## src/rtl/apb_regs_pkg.sv

```systemverilog
// Register map offsets, CTRL bit positions and APB bus phase encoding
// shared by the register-file slave and anything that talks to it.
package apb_regs_pkg;

    localparam logic [31:0] CTRL_OFFSET   = 32'h0;
    localparam logic [31:0] STATUS_OFFSET = 32'h4;
    localparam logic [31:0] GP_OFFSET     = 32'h8;

    localparam int CTRL_START_BIT = 0;

    typedef enum logic [1:0] {
        IDLE,
        SETUP,
        ACCESS
    } apb_phase_e;

endpackage

```

## src/rtl/apb_slave_regfile.sv

```systemverilog
// APB3 slave (no pslverr) in front of the matrix-multiplier register bank:
// CTRL with self-clearing start bit, read-only STATUS, general-purpose RW words.
module apb_slave_regfile
    import apb_regs_pkg::*;
#(
    parameter int unsigned ADDR_WIDTH  = 32,
    parameter int unsigned DATA_WIDTH  = 32,
    parameter int unsigned NUM_REGS    = 8,
    parameter int unsigned WAIT_STATES = 0
) (
    input  logic                           pclk,
    input  logic                           preset,
    input  logic [ADDR_WIDTH-1:0]          paddr,
    input  logic                           psel,
    input  logic                           penable,
    input  logic                           pwrite,
    input  logic [DATA_WIDTH-1:0]          pwdata,
    output logic                           pready,
    output logic [DATA_WIDTH-1:0]          prdata,
    input  logic [DATA_WIDTH-1:0]          status_i,
    output logic                           start_o,
    output logic [NUM_REGS*DATA_WIDTH-1:0] regs_o
);

    localparam int IDX_W = $clog2(NUM_REGS);
    localparam int CNT_W = 4;

    localparam logic [IDX_W-1:0] CTRL_IDX   = IDX_W'(CTRL_OFFSET >> 2);
    localparam logic [IDX_W-1:0] STATUS_IDX = IDX_W'(STATUS_OFFSET >> 2);
    localparam logic [IDX_W-1:0] GP_IDX     = IDX_W'(GP_OFFSET >> 2);

    localparam logic [DATA_WIDTH-1:0] START_MASK = DATA_WIDTH'(1) << CTRL_START_BIT;

    apb_phase_e phase;

    logic [CNT_W-1:0]      cnt_q, cnt_d;
    logic [DATA_WIDTH-1:0] prdata_q, prdata_d;
    logic                  start_q, start_d;
    logic [DATA_WIDTH-1:0] regs_q [NUM_REGS];
    logic [DATA_WIDTH-1:0] regs_d [NUM_REGS];

    logic [IDX_W-1:0]      idx;
    logic                  in_range;
    logic                  wr_commit;
    logic [DATA_WIDTH-1:0] rd_word;
    logic                  unused_addr_lsbs;

    assign idx              = paddr[IDX_W+1:2];
    assign in_range         = (paddr >> (IDX_W + 2)) == '0;
    assign unused_addr_lsbs = ^paddr[1:0];

    always_comb begin
        phase = IDLE;
        if (psel) begin
            phase = penable ? ACCESS : SETUP;
        end
    end

    // Gated by preset so a transfer caught by reset never looks complete.
    assign pready    = (phase == ACCESS) && (cnt_q == '0) && !preset;
    assign wr_commit = pready && pwrite && in_range;

    always_comb begin
        cnt_d = cnt_q;
        case (phase)
            SETUP:   cnt_d = CNT_W'(WAIT_STATES);
            ACCESS:  if (cnt_q != '0) cnt_d = cnt_q - CNT_W'(1);
            default: cnt_d = cnt_q;
        endcase
    end

    always_comb begin
        rd_word = '0;
        if (in_range) begin
            rd_word = (idx == STATUS_IDX) ? status_i : regs_q[idx];
        end
    end

    always_comb begin
        prdata_d = prdata_q;
        if (phase == SETUP && !pwrite) begin
            prdata_d = rd_word;
        end
    end

    // STATUS slot has no storage; CTRL keeps everything except the start bit.
    always_comb begin
        for (int k = 0; k < NUM_REGS; k++) begin
            regs_d[k] = regs_q[k];
        end
        if (wr_commit) begin
            if (idx == CTRL_IDX) begin
                regs_d[CTRL_IDX] = pwdata & ~START_MASK;
            end else if (idx >= GP_IDX) begin
                regs_d[idx] = pwdata;
            end
        end
        regs_d[STATUS_IDX] = '0;
    end

    assign start_d = wr_commit && (idx == CTRL_IDX) && pwdata[CTRL_START_BIT];

    always_ff @(posedge pclk or posedge preset) begin
        if (preset) begin
            cnt_q    <= '0;
            prdata_q <= '0;
            start_q  <= 1'b0;
            for (int k = 0; k < NUM_REGS; k++) begin
                regs_q[k] <= '0;
            end
        end else begin
            cnt_q    <= cnt_d;
            prdata_q <= prdata_d;
            start_q  <= start_d;
            for (int k = 0; k < NUM_REGS; k++) begin
                regs_q[k] <= regs_d[k];
            end
        end
    end

    assign prdata  = prdata_q;
    assign start_o = start_q;

    always_comb begin
        regs_o = '0;
        for (int k = 0; k < NUM_REGS; k++) begin
            regs_o[k*DATA_WIDTH +: DATA_WIDTH] = regs_q[k];
        end
    end

endmodule

```

## config.mk

```make
export PLATFORM = sky130hd
export DESIGN_NAME = apb_slave_regfile
export DESIGN_NICKNAME = d
export VERILOG_FILES = /design/src/rtl/apb_regs_pkg.sv /design/src/rtl/apb_slave_regfile.sv
export SDC_FILE = /design/constraint.sdc
export NUM_CORES = 1
export LEC_CHECK = 0
export ABC_AREA = 1
export BUFFER_PORTS_ARGS = -buffer_cell sky130_fd_sc_hd__buf_2
export CAP_MARGIN = 0
export CORE_MARGIN = 4
export CORE_UTILIZATION = 44
export CTS_BUF_LIST = sky130_fd_sc_hd__clkbuf_2 sky130_fd_sc_hd__clkbuf_4 sky130_fd_sc_hd__clkbuf_8
export DETAILED_ROUTE_END_ITERATION = 8
export GPL_TIMING_DRIVEN = 0
export PLACE_DENSITY = 0.82
export SYNTH_ARGS = -nofsm -noshare
export SYNTH_HDL_FRONTEND = slang
export SYNTH_SLANG_ARGS = --single-unit
```

## constraint.sdc

```tcl
create_clock -name pclk -period 7.5 [get_ports pclk]
set_clock_uncertainty 0.15 [all_clocks]
set_input_delay 0.75 -clock pclk [delete_from_list [all_inputs] [get_ports pclk]]
set_output_delay 0.75 -clock pclk [all_outputs]
set_load 0.01 [all_outputs]
```

## After elaboration in Yosys (flattened, before gate mapping)

Index checks and enable logic that the tools add are counted.

- Word-level logic and storage cells: 53
- Bits of input ports: 101
- Flip-flop bits (word level): 261

- Mux-type cells: 14
- Equality and inequality tests: 4
- Bitwise gates (word level): 2
- $add $sub $neg: 1
- Order comparisons: 3
- Reductions and logical operators: 19

Operators by type and width:

| cell | number |
|---|---|
| $bwmux W256 | 1 |
| $mux W256 | 1 |
| $mux W32 | 6 |
| $bmux W32 S3 | 1 |
| $demux W32 S3 | 1 |
| $logic_not A32 Y1 | 1 |
| $logic_and A1 B1 Y1 | 8 |
| $pmux W4 S2 | 1 |
| $ge A4 B4 Y1 const B | 1 |
| $logic_not A4 Y1 | 1 |
| $lt A4 B1 Y1 const B | 1 |
| $mux W2 | 2 |
| $mux W4 | 1 |
| $not A3 Y4 | 1 |
| $reduce_and A2 Y1 | 2 |
| $reduce_bool A2 Y1 | 2 |
| $reduce_bool A4 Y1 | 1 |
| $sub A4 B1 Y4 const B | 1 |
| $eq A3 B1 Y1 const B | 1 |
| $ge A3 B2 Y1 const B | 1 |
| $logic_not A3 Y1 | 1 |
| $reduce_and A3 Y1 | 1 |
| $eq A2 B1 Y1 const B | 1 |
| $eq A2 B2 Y1 const B | 1 |
| other kinds (3) | 4 |

## Longest topological paths before layout

- Depth after elaboration: 9
- Mapped depth: 12

## Worst setup path after synthesis

No wires, ideal clock.

- Path type: in2reg
- Start: input preset
- End: register regs_q (netlist bit regs_o[129])
- Data arrival time: 7.955 ns
- Library setup time: 0.117 ns
- Setup slack: -0.722 ns
- Required time: 7.233 ns
- Stages: 8
- Cell sequence: inv_1 -> nand2_1 -> nor3_4 -> buf_4 -> nand3_1 -> clkbuf_1 -> nand2_1 -> nand2_1

- Longest elaborated chain between the ends: 5

RTL lines:

| item | RTL line | RTL |
|---|---|---|
| from (decl) | apb_slave_regfile.sv:12 | `input logic preset,` |
| $logic_not A1 Y1 (no source line) | -- |  |
| $logic_and A1 B1 Y1 | apb_slave_regfile.sv:60 | `assign pready = (phase == ACCESS) && (cnt_q == '0) && !preset;` |
| $logic_and A1 B1 Y1 (2 in series) | apb_slave_regfile.sv:61 | `assign wr_commit = pready && pwrite && in_range;` |
| $reduce_and A3 Y1 (no source line) | -- |  |
| to (signal, indexed assignment) | apb_slave_regfile.sv:116 | `regs_q[k] <= regs_d[k];` |
| to (decl) | apb_slave_regfile.sv:39 | `logic [DATA_WIDTH-1:0] regs_q [NUM_REGS];` |

Every way passes these cells.
A chain may end at the register's enable or synchronous reset.

## Worst setup path in the final report

- Start: input preset
- End: output pready

- Longest elaborated chain between the ends: 2

RTL lines:

| item | RTL line | RTL |
|---|---|---|
| $logic_not A1 Y1 (no source line) | -- |  |
| $logic_and A1 B1 Y1 | apb_slave_regfile.sv:60 |  |
| to (decl) | apb_slave_regfile.sv:18 | `output logic pready,` |

Every way passes these cells.

==> out/qor.yml <==
status: "finished clean"
die_x_microns: 190
postRouteAntennaNets: 0
drive_above_1_share_pct: 22.1
first_pass_iters: 7
critPathLaunchType: "input pin"
grt_first_pass_wirelength_mm: 90.4
cp_num_buf_inv: 7
htree_num_levels: 2
synth_cell_types: 25
rsz0062_at_grt: "false"
synth_cells: 2156
dpl_worst_slack_ps: 3350
fin_crit_ps: 3750
busiest_layer: "met2"
clk_pin_slew_ps: 60
leakage_uw: 0.0112
cap_violations: 0
fin_cells: 3074
fin_ws_ps: 3750
ys_warn_count: 0
setup_violations: 0
antenna_found_initial: 4
dp_hpwl_mm: 46.9
vias: 16184
synth_seq_area_share_pct: 44.6
ys_ff_latch: 261
wl_per_cell_microns: 19.8
worstPathArrival_ps: 2850
dp_cells: 2991
hp-class: "input pin to asynchronous set/reset pin"
crit_chain: "buf_2, clkinvlp_4, buf_12, buf_12, buf_12, buf_16, nand2_1, nor2_1, buf_2"
die_height_microns: 190
syn_to_final_growth_pct: 24.4
die-area_sq_mm: 0.0363
critical_path_class: "input pin to primary output"
fin_crit_sh_pct: 49.9
placementRows: 66
r2r-end: "regs_o[113]$_DFFE_PP0P_"
r2r_setup_slack_ps: 4910
reg2regPathDepth: 9
cts_sinks: 261
critPathMaxFanout: 38
syn_area_per_cell_sq_um: 6.79
grt_overflow: 0
drc: 0
grt_pass1_vias: 15502
port_buffers: 355
cts_resized: 0
crit_family: "buffers and inverters"
cts_tree: "done"
power_density_mw_per_mm2: 177
hold_ws_ps: 114
netlist_area_sq_mm: 0.0146
drtIter0Drc: 1546
cp.required_ps: 6600
max_freq_ghz: 0.267
cp_common_cell: "buf_12"
cp_slowest_stage_delay_ps: 420
core_sq_mm: 0.0327
end_kind: "primary output"
start_util_pct: 44.8
irDropWorstVdd_v: 0.000148
grtUsageMet1_pct: 40.3
via_per_inst: 5.26
io_pins: 391
clk_latency_ps: 570
postCtsSetupRepairBufs: 0
clock_path_buffers: 3
nNetsFinal: 2700
final_util_pct: 55.7
maxSlewHeadroom_pct: 33.7
gp_congestion: 0.991
cts_buffers: 47
use_met3_pct: 9.03
cts_root_buf: "clkbuf_8"
rr_startpoint: "cnt_q[0]$_DFFE_PP0P_"
crit_path_top_delay_cell: "clkinvlp_4"
worstMarginPinSlew_ps: 986
grtUsageMet2_pct: 52.7
wl_mm: 60.9
maxSlewViolCount: 0
grtUsageTotal_pct: 32.2
grt_max_degree: 43
ctsHoldBuffers: 0
finalHoldViolCount: 0
report_power, final:
group | internal [uW] | switching (uW)
clock network | 795 | 604
registers | 1420 | 6.95
logic | 111 | 280
total | 2320 | 891
state kept, by name, indices dropped and copies added (netlist names):
register and count:
regs_o 224, prdata 32, cnt_q 4, start_o 1
worst max path at each step:
stage	cells after the start	end	start
after floorplan	3	pready	preset
after global placement	9	regs_o[105]$_DFFE_PP0P_	preset
after detailed placement	12	regs_o[5]$_DFFE_PP0P_	preset
after CTS	9	pready	preset
after global routing	9	pready	preset
final	9	pready	preset
layout by cell type, fill, tap and decap left out, drive strengths merged, types with 20 or more instances in the layout:
| cell | n |
|---|---|
| buf | 476 |
| clkbuf | 141 |
| conb | 32 |
| dfrtp | 261 |
| inv | 211 |
| nand2 | 1164 |
| nand3 | 44 |
| nand4 | 223 |
| nor2 | 20 |
| or2 | 32 |
cell usage after synthesis (all sizes together):
master | number | area share (%)
a21oi | 2 | 0.068
o22ai | 1 | 0.043
clkbuf | 68 | 1.7
ha | 1 | 0.085
nand2 | 1164 | 30
or2 | 32 | 1.4
nor2 | 20 | 0.56
o21ai | 2 | 0.068
dfrtp | 261 | 45
nor3 | 11 | 0.66
conb | 1 | 0.026
nand4 | 223 | 9.5
inv | 212 | 5.4
buf | 114 | 4.5
nand3 | 44 | 1.5
through the flow:
| stage | area (sq um) | setup TNS, ps | total power, uW |
|---|---|---|---|
| after floorplan | 14800 | 0 | 1670 |
| after global placement | 17100 | -164090 | 1810 |
| after detailed placement | 17200 | 0 | 1830 |
| after CTS | 18200 | 0 | 3220 |
| after global routing | 18200 | 0 | 3330 |
| final | 18200 | 0 | 3220 |
metal layers:
metal,vias up,part of all wire [%],routed length (microns)
li1,7541,-,-
met1,7425,38,23200
met4,2,4.9,2970
met5,-,0.013,8
met2,1016,45,27600
met3,200,12,7080
layout make-up:
| class | instances | area (sq um) |
|---|---|---|
| antenna | 3 | 7.51 |
| fill | 3202 | 14500 |
| tap | 442 | 553 |
| timing repair buffer | 362 | 1920 |
| clock inverter | 7 | 60.1 |
| buffer | 182 | 908 |
| multi-input combinational | 1532 | 6530 |
| clock buffer | 73 | 905 |
| sequential | 261 | 6530 |
| inverter | 212 | 800 |
logic make-up after synthesis:
logic type      after synthesis  synth area share, %
compound gates                5                0.179
simple gates               1494                 43.5
other cells                   1               0.0256
flops                       261                 44.6
fa+ha+maj                     1               0.0854
buf+inv                     394                 11.6
Note: power is estimated with default switching activity, not from simulation.
